<file path="config.mk">
export PLATFORM = sky130hd
export DESIGN_NAME = pwm_peripheral
export DESIGN_NICKNAME = d
export VERILOG_FILES = /design/src/rtl/pwm_pkg.sv /design/src/rtl/pwm_timebase.sv /design/src/rtl/pwm_peripheral.sv
export SDC_FILE = /design/constraint.sdc
export NUM_CORES = 1
export LEC_CHECK = 0
export ABC_AREA = 1
export CAP_MARGIN = 5
export CORE_ASPECT_RATIO = 1.75
export CORE_UTILIZATION = 42
export CTS_BUF_LIST = sky130_fd_sc_hd__clkbuf_8
export DETAILED_ROUTE_END_ITERATION = 8
export PLACE_DENSITY = 0.78
export SLEW_MARGIN = 20
export SYNTH_ARGS = -nofsm -noshare
export SYNTH_HDL_FRONTEND = slang
export SYNTH_SLANG_ARGS = --single-unit
export TNS_END_PERCENT = 30
</file>
<file path="constraint.sdc">
create_clock -name clk -period 1.5 [get_ports clk]
set_input_delay 0.3 -clock clk [delete_from_list [all_inputs] [get_ports clk]]
set_output_delay 0.3 -clock clk [all_outputs]
set_load 0.05 [all_outputs]
</file>
<file path="src/rtl/pwm_pkg.sv">
// Shared constants, types and helpers for the PWM peripheral.
// Used by both the timebase and the output stage.
package pwm_pkg;

  localparam int PWM_CNT_W = 8;
  localparam int NUM_OUT   = 16;

  typedef logic [PWM_CNT_W-1:0] pwm_cnt_t;
  typedef logic [NUM_OUT-1:0]   out_vec_t;

  localparam pwm_cnt_t PWM_FULL_ON = 8'hFF;
  localparam pwm_cnt_t PWM_CNT_MAX = 8'hFF;

  // Full-on duty is special-cased so that 0xFF gives a solid high level.
  function automatic logic pwm_compare(input pwm_cnt_t cnt, input pwm_cnt_t duty);
    return (duty == PWM_FULL_ON) ? 1'b1 : (cnt < duty);
  endfunction

  // Output enable has priority over PWM select.
  function automatic out_vec_t out_mux(input out_vec_t en_out,
                                       input out_vec_t en_pwm,
                                       input logic     level);
    out_vec_t res;
    for (int i = 0; i < NUM_OUT; i++) begin
      res[i] = en_out[i] & (~en_pwm[i] | level);
    end
    return res;
  endfunction

endpackage

</file>
<file path="src/rtl/pwm_timebase.sv">
// Prescaled 8-bit PWM timebase with a double-buffered duty register.
// Produces the shared PWM level and a one-clk period_start strobe.
module pwm_timebase
  import pwm_pkg::*;
#(
  parameter int PRESCALE = 13
) (
  input  logic     clk,
  input  logic     rst_n,
  input  pwm_cnt_t duty_req,
  output logic     pwm_level,
  output logic     period_start
);

  localparam int PRE_W = ($clog2(PRESCALE) > 0) ? $clog2(PRESCALE) : 1;
  localparam logic [PRE_W-1:0] PRE_MAX = PRE_W'(PRESCALE - 1);

  logic [PRE_W-1:0] prescaler;
  pwm_cnt_t         pwm_cnt;
  pwm_cnt_t         duty_active;
  logic             tick;
  logic             boundary;

  assign tick     = (prescaler == PRE_MAX);
  assign boundary = tick && (pwm_cnt == PWM_CNT_MAX);

  always_ff @(posedge clk or negedge rst_n) begin
    if (!rst_n) begin
      prescaler <= '0;
    end else if (tick) begin
      prescaler <= '0;
    end else begin
      prescaler <= prescaler + 1'b1;
    end
  end

  always_ff @(posedge clk or negedge rst_n) begin
    if (!rst_n) begin
      pwm_cnt <= '0;
    end else if (tick) begin
      pwm_cnt <= pwm_cnt + 1'b1;
    end
  end

  // Duty is only sampled on the last clk of a period, so a period never glitches.
  always_ff @(posedge clk or negedge rst_n) begin
    if (!rst_n) begin
      duty_active  <= '0;
      period_start <= 1'b0;
    end else begin
      period_start <= boundary;
      if (boundary) begin
        duty_active <= duty_req;
      end
    end
  end

  assign pwm_level = pwm_compare(pwm_cnt, duty_active);

endmodule

</file>
<file path="src/rtl/pwm_peripheral.sv">
// Drives the 16 chip outputs from the enable registers and the shared PWM level.
// Each output is low, static high, or follows the PWM waveform.
module pwm_peripheral
  import pwm_pkg::*;
#(
  parameter int PRESCALE = 13
) (
  input  logic        clk,
  input  logic        rst_n,
  input  logic [7:0]  en_reg_out_7_0,
  input  logic [7:0]  en_reg_out_15_8,
  input  logic [7:0]  en_reg_pwm_7_0,
  input  logic [7:0]  en_reg_pwm_15_8,
  input  logic [7:0]  pwm_duty_cycle,
  output logic [15:0] out,
  output logic        period_start
);

  out_vec_t en_out;
  out_vec_t en_pwm;
  logic     pwm_level;

  assign en_out = {en_reg_out_15_8, en_reg_out_7_0};
  assign en_pwm = {en_reg_pwm_15_8, en_reg_pwm_7_0};

  pwm_timebase #(
    .PRESCALE(PRESCALE)
  ) u_timebase (
    .clk         (clk),
    .rst_n       (rst_n),
    .duty_req    (pwm_duty_cycle),
    .pwm_level   (pwm_level),
    .period_start(period_start)
  );

  always_ff @(posedge clk or negedge rst_n) begin
    if (!rst_n) begin
      out <= '0;
    end else begin
      out <= out_mux(en_out, en_pwm, pwm_level);
    end
  end

endmodule

</file>
* Yosys cells after proc, flatten, opt, wreduce, memory -nomap -nowiden
Cells that the tools add are included.
** Storage, ports and cells
- Register bits :: 37
- Bits of input ports :: 42
- Output and inout bits :: 17
- Word-level logic and storage cells :: 62
** Cells by class
- Add/sub/neg operators :: 2
- $lt $le $gt $ge :: 1
- Equality and inequality tests :: 3
- Muxes and demuxes :: 2
- Bitwise operators :: 48
- Reduce and logical (&&, ||, !) cells :: 1
** Operators with widths (count)
- AND 1 bit :: 16
- equality test 8 bit, second input constant :: 2
- inverter 1 bit :: 16
- OR 1 bit :: 16
- adder 8 x 1 -> 8 bit, second input constant :: 1
- less-than comparator 8 bit :: 1
- adder 4 x 1 -> 4 bit, second input constant :: 1
- equality test 4 bit, second input constant :: 1
- two-way mux 4 bit :: 1
- logical AND 1 bit :: 1
- two-way mux 1 bit :: 1

* Depth between registers and ports, before layout
Gate-level depths: netlist (run 1).
- Depth after elaboration :: 4
- Mapped depth :: 12

* By module
A second synthesis (run 1) with hierarchy kept.
** Second synthesis, totals
- Cells, all modules :: 186
- Area total of the unflattened synthesis :: 1809.2 µm²
** Modules (own cells, without submodules)
- pwm_timebase :: instances 1, cells each 136, area an instance 1208.7 µm²
- pwm_peripheral :: instances 1, cells each 50, area an instance 600.6 µm²

* Worst setup path before layout (run 1)
No wires, ideal clock.
- Path type :: register to register
- Start :: register u_timebase.prescaler[0]
- End :: register u_timebase.duty_active[4]
- Data arrival time :: 1.457 ns
- Required time :: 1.374 ns
- Path slack :: -0.083 ns
- Stages on the path, launching flop included :: 9
- Buffers on the path :: 1
- Period minus slack after synthesis :: 1.583 ns
- Path through :: dfrtp_1 -> inv_1 -> ha_1 -> nand3_4 -> nor2_4 -> nand4_4 -> nor3_4 -> buf_6 -> o21ai_0
** Between the ends
- Longest elaborated chain between the ends :: 2
** RTL lines
- start: declaration :: line pwm_timebase.sv:18 : logic [PRE_W-1:0] prescaler;
- start signal: assignment :: line pwm_timebase.sv:33 : prescaler <= prescaler + 1'b1;
- equality test 4 bit :: line pwm_timebase.sv:24 : assign tick = (prescaler == PRE_MAX);
- logical AND 1 bit :: line pwm_timebase.sv:25 : assign boundary = tick && (pwm_cnt == PWM_CNT_MAX);
- named net u_timebase.boundary :: line pwm_timebase.sv:22 : logic boundary;
- end signal: assignment :: line pwm_timebase.sv:53 : duty_active <= duty_req;
- end: declaration :: line pwm_timebase.sv:20 : pwm_cnt_t duty_active;
The timed path passes the listed nets, and every way through them passes these cells.
A chain may end at the register's enable or synchronous reset.

* Worst setup path in the final report (run 1)
- Start :: register u_timebase.duty_active[6]
- End :: register out[12]
** Between the ends
- Longest elaborated chain between the ends :: 4
** RTL lines
- less-than comparator 8 bit / equality test 8 bit (equally long branches) :: line pwm_pkg.sv:16 : return (duty == PWM_FULL_ON) ? 1'b1 : (cnt < duty);
- two-way mux 1 bit * :: line pwm_pkg.sv:16
- OR 1 bit * :: line pwm_pkg.sv:25 : res[i] = en_out[i] & (~en_pwm[i] | level);
- AND 1 bit * :: line pwm_pkg.sv:25
- end signal: assignment :: line pwm_peripheral.sv:40 : out <= out_mux(en_out, en_pwm, pwm_level);
- end: declaration :: line pwm_peripheral.sv:15 : output logic [15:0] out,
Every way passes the cells marked *; elsewhere a longest branch is shown, timed or not.

==> flow_summary_export.csv, run 1 <==
group,metric,value,unit
run_status,status,"complete, but fails checks",
run_status,failed_checks,"setup timing",
clocking,h-tree-depth,2,
logic_synthesis,async_reset_ff_frac,1.000,
worst_setup_path,crit_chain,"inv_2 -> ha_1 -> nand2_2 -> nor2_4 -> nor3_4 -> nand2_4 -> clkbuf_16 -> nand3_1 -> nand2_1 -> inv_1",
sta,finalSetupTns,-0.5688,ns
logic_synthesis,netlist_area,1719,sq um
floorplanning,core,3904,sq um
placed_design,post_dp_cell_area,2660,sq um
sta,hold_viol,0,
placed_design,hpwl,3076,um
routing,drc,0,
worst_setup_path,rrSetupSlack,-0.08,ns
routing,postRouteAntennaNets,0,
cells_and_area,drive_above_1_share,0.2884,
clocking,clk_latency,0.29,ns
floorplanning,die_h,86.64,um
min_path,hold_class,"in -> async",
floorplanning,die_w,50.36,um
global_routing,antenna_found_initial,0,
sta,setup_viol,16,
routing,vias,1496,
logic_synthesis,syn_area_per_cell,9.343,sq um
logic_synthesis,yosysWarnings,0,
cells_and_area,n_antenna_cell,0,
pwr,ir_drop,0.0008383,V
logic_synthesis,syn_inst,184,
floorplanning,io_pins,59,
worst_setup_path,cp_top_family,"simple AND/OR/NAND/NOR gates",
global_routing,grt_pass1_wl,6782,um
logic_synthesis,synth_cell_types,21,
worst_setup_path,crit_type,"reg -> reg",
logic_synthesis,synth_nets,236,
placed_design,place_inst,301,
sta,worst_slack,-0.07741,ns
cells_and_area,fin_cells,315,
placed_design,place_ws,-0.05919,ns
worst_setup_path,rr_worst_depth,10,
cells_and_area,nets,319,
sta,max_slew_margin,0.7311,
routing,finalWirelength,4363,um
worst_setup_path,timing.rr.start,"u_timebase.duty_active[6]",
logic_synthesis,synth_seq_cells,37,
global_routing,grt_start_max_net_pins,22,
cells_and_area,syn2layout_area_growth,71.03,%
pwr,finalPower,2.065,mW
logic_synthesis,synth_flop_cell,"dfrtp_1",
global_routing,grt_pass1_vias,1597,
sta,period_needed,1.577,ns
worst_setup_path,worstPathArrival,1.81,ns
worst_setup_path,critical_path_peak_fanout,8,
logic_synthesis,yosysSeqAreaShare,0.5386,
clocking,cts_tree,"done",
worst_setup_path,path_buf_inv,3,
logic_synthesis,synth_edf_count,0,
worst_setup_path,max_stage_delay,0.36,ns
clocking,cts.path.max_buffers,2,
sta,rsz0062_at_grt,"true",
floorplanning,placementRows,30,
clocking,cts.sinks,37,
worst_setup_path,r2r-end,"out[12]",
floorplanning,die-area,4363,sq um
cells_and_area,stdcell_area,2940,sq um
routing,drt_iter0_drc,27,
worst_setup_path,cp_slowest_cell,"dfrtp_1",
pwr,p_per_area,702.2,nW/um^2
worst_setup_path,end_kind,"register",
clocking,path_clk_slew,0.07,ns
placed_design,gp_congestion,0.7731,
routing,avgRoutedWirePerCell,13.85,um
global_routing,grt_overflow,0,
job,drv_cap,0,
worst_setup_path,cp.required,1.73,ns
sta,worst_slew_pin_slew,0.4034,ns
pwr,p_leak,1.463,nW
cells_and_area,final_cell_mix,"40 x clkdlybuf4s50_1, 37 x dfrtp_1, 36 x nand2_1, 31 x inv_1, 20 x buf_12",
sta,finalMaxSlewViolations,0,
placed_design,io_buffers,58,
floorplanning,start_util,0.4404,
global_routing,grt_use_total,0.2107,
worst_setup_path,start_kind,"register",
clocking,root_buffer,"clkbuf_8",
sta,max_freq,0.6340,GHz
routing,drt-vias-per-instance,4.749,
sta,finalCritPeriodShare,1.052,
routing,drt_pass1_iterations,3,
clocking,cts_buffers,5,
cells_and_area,final_common_cell,"clkdlybuf4s50_1",
sta,clock_skew,0.001838,ns
## where the power goes
group | total (mW) | internal (mW) | switching [mW]
clock | 0.700 | 0.358 | 0.343
sequential | 1.04 | 1.02 | 0.0184
combinational | 0.327 | 0.189 | 0.137
## sequential cells by signal, indices dropped and copies added (netlist names)
signal,count
u_timebase.pwm_cnt,8
u_timebase.duty_active,8
out,16
u_timebase.prescaler,4
u_timebase.period_start,1
## how the worst max path moves through the flow
stage | startpoint | endpoint | slack, ns | depth (start not counted)
floorplan | u_timebase.pwm_cnt[3] | out[10] | -0.06 | 11
global placement | u_timebase.pwm_cnt[5] | out[1] | -0.02 | 9
detailed placement | u_timebase.pwm_cnt[5] | out[5] | -0.06 | 9
CTS | u_timebase.prescaler[1] | u_timebase.duty_active[4] | -0.01 | 8
global route | u_timebase.duty_active[5] | out[12] | -0.15 | 10
finish | u_timebase.duty_active[6] | out[12] | -0.08 | 10
## area by class of cell
cell class	count	area, sq um
clock buffers	6	82.58
clock inverters	1	3.754
fillers	237	963.4
inverters	39	146.4
multi-input cells	105	760.7
flip-flops and latches	37	925.9
well taps	48	60.06
repair buffers	79	960.9
## metrics by stage
stage            util  hold slack (ns)
6_report       0.7532           0.4664
5_1_grt        0.7532           0.5195
4_1_cts        0.7192           0.4774
3_5_place_dp   0.6814           0.2505
3_3_place_gp   0.6814           0.2489
2_1_floorplan       -         0.004409
## repair_timing
item                                    4_1_cts  5_1_grt
setup buffers                                 3        2
gates cloned                                  0        1
resized for setup                             8       24
endpoints found under the setup margin       23       26
pin swaps                                     3        4
hold buffers                                  1        0
hold endpoints to repair                     16        0
## routing by layer
layer / GRT usage / part of all wire
met5: 0 / 0
met4: 0.09091 / 0.031
met3: 0.06491 / 0.051
met2: 0.4061 / 0.60
met1: 0.1945 / 0.32
## worst register-to-register path: stages, from the launching register on
cell and delay [ns]:
dfrtp_1 0.36, inv_2 0.05, ha_1 0.31, nand2_2 0.12
nor2_4 0.06, nor3_4 0.16, nand2_4 0.10, clkbuf_16 0.17
nand3_1 0.08, nand2_1 0.06, inv_1 0.05
## logic make-up (layout without fill, tap and decap cells)
group,count (synthesis),in the layout,synth area share
xor gates and xnor gates,8,8,0.04076
DFF,37,37,0.5386
and+or+nand+nor,75,75,0.2140
adders and majority gates,10,10,0.07278
AOI/OAI and AO/OA,12,12,0.03712
buffers and inverters,42,125,0.09679
## Yosys cell counts, types with 2 or more instances
master   instances  area, sq um
a21oi_1          3        15.01
dfrtp_1         37        925.9
ha_1            10        125.1
inv_1           39        146.4
nand2_1         42        157.7
nand3_1         18        90.09
nand4_1          2        12.51
nor2_1           4        15.01
nor3_1           4        20.02
o21ai_0          8        40.04
xnor2_1          2        17.52
xor2_1           6        52.55
Power figures use the tool's default switching activity.
==> run 2, diff against run 1 <==
--- a/config.mk
+++ b/config.mk
@@ -10,6 +10,7 @@
 export CORE_ASPECT_RATIO = 1.75
 export CORE_UTILIZATION = 42
 export CTS_BUF_LIST = sky130_fd_sc_hd__clkbuf_8
+export CTS_CLUSTER_DIAMETER = 100
 export DETAILED_ROUTE_END_ITERATION = 8
 export PLACE_DENSITY = 0.78
 export SLEW_MARGIN = 20
==> results of run 2 <==
Same layout as run 1: the final DEF is identical, and so are final timing and power.
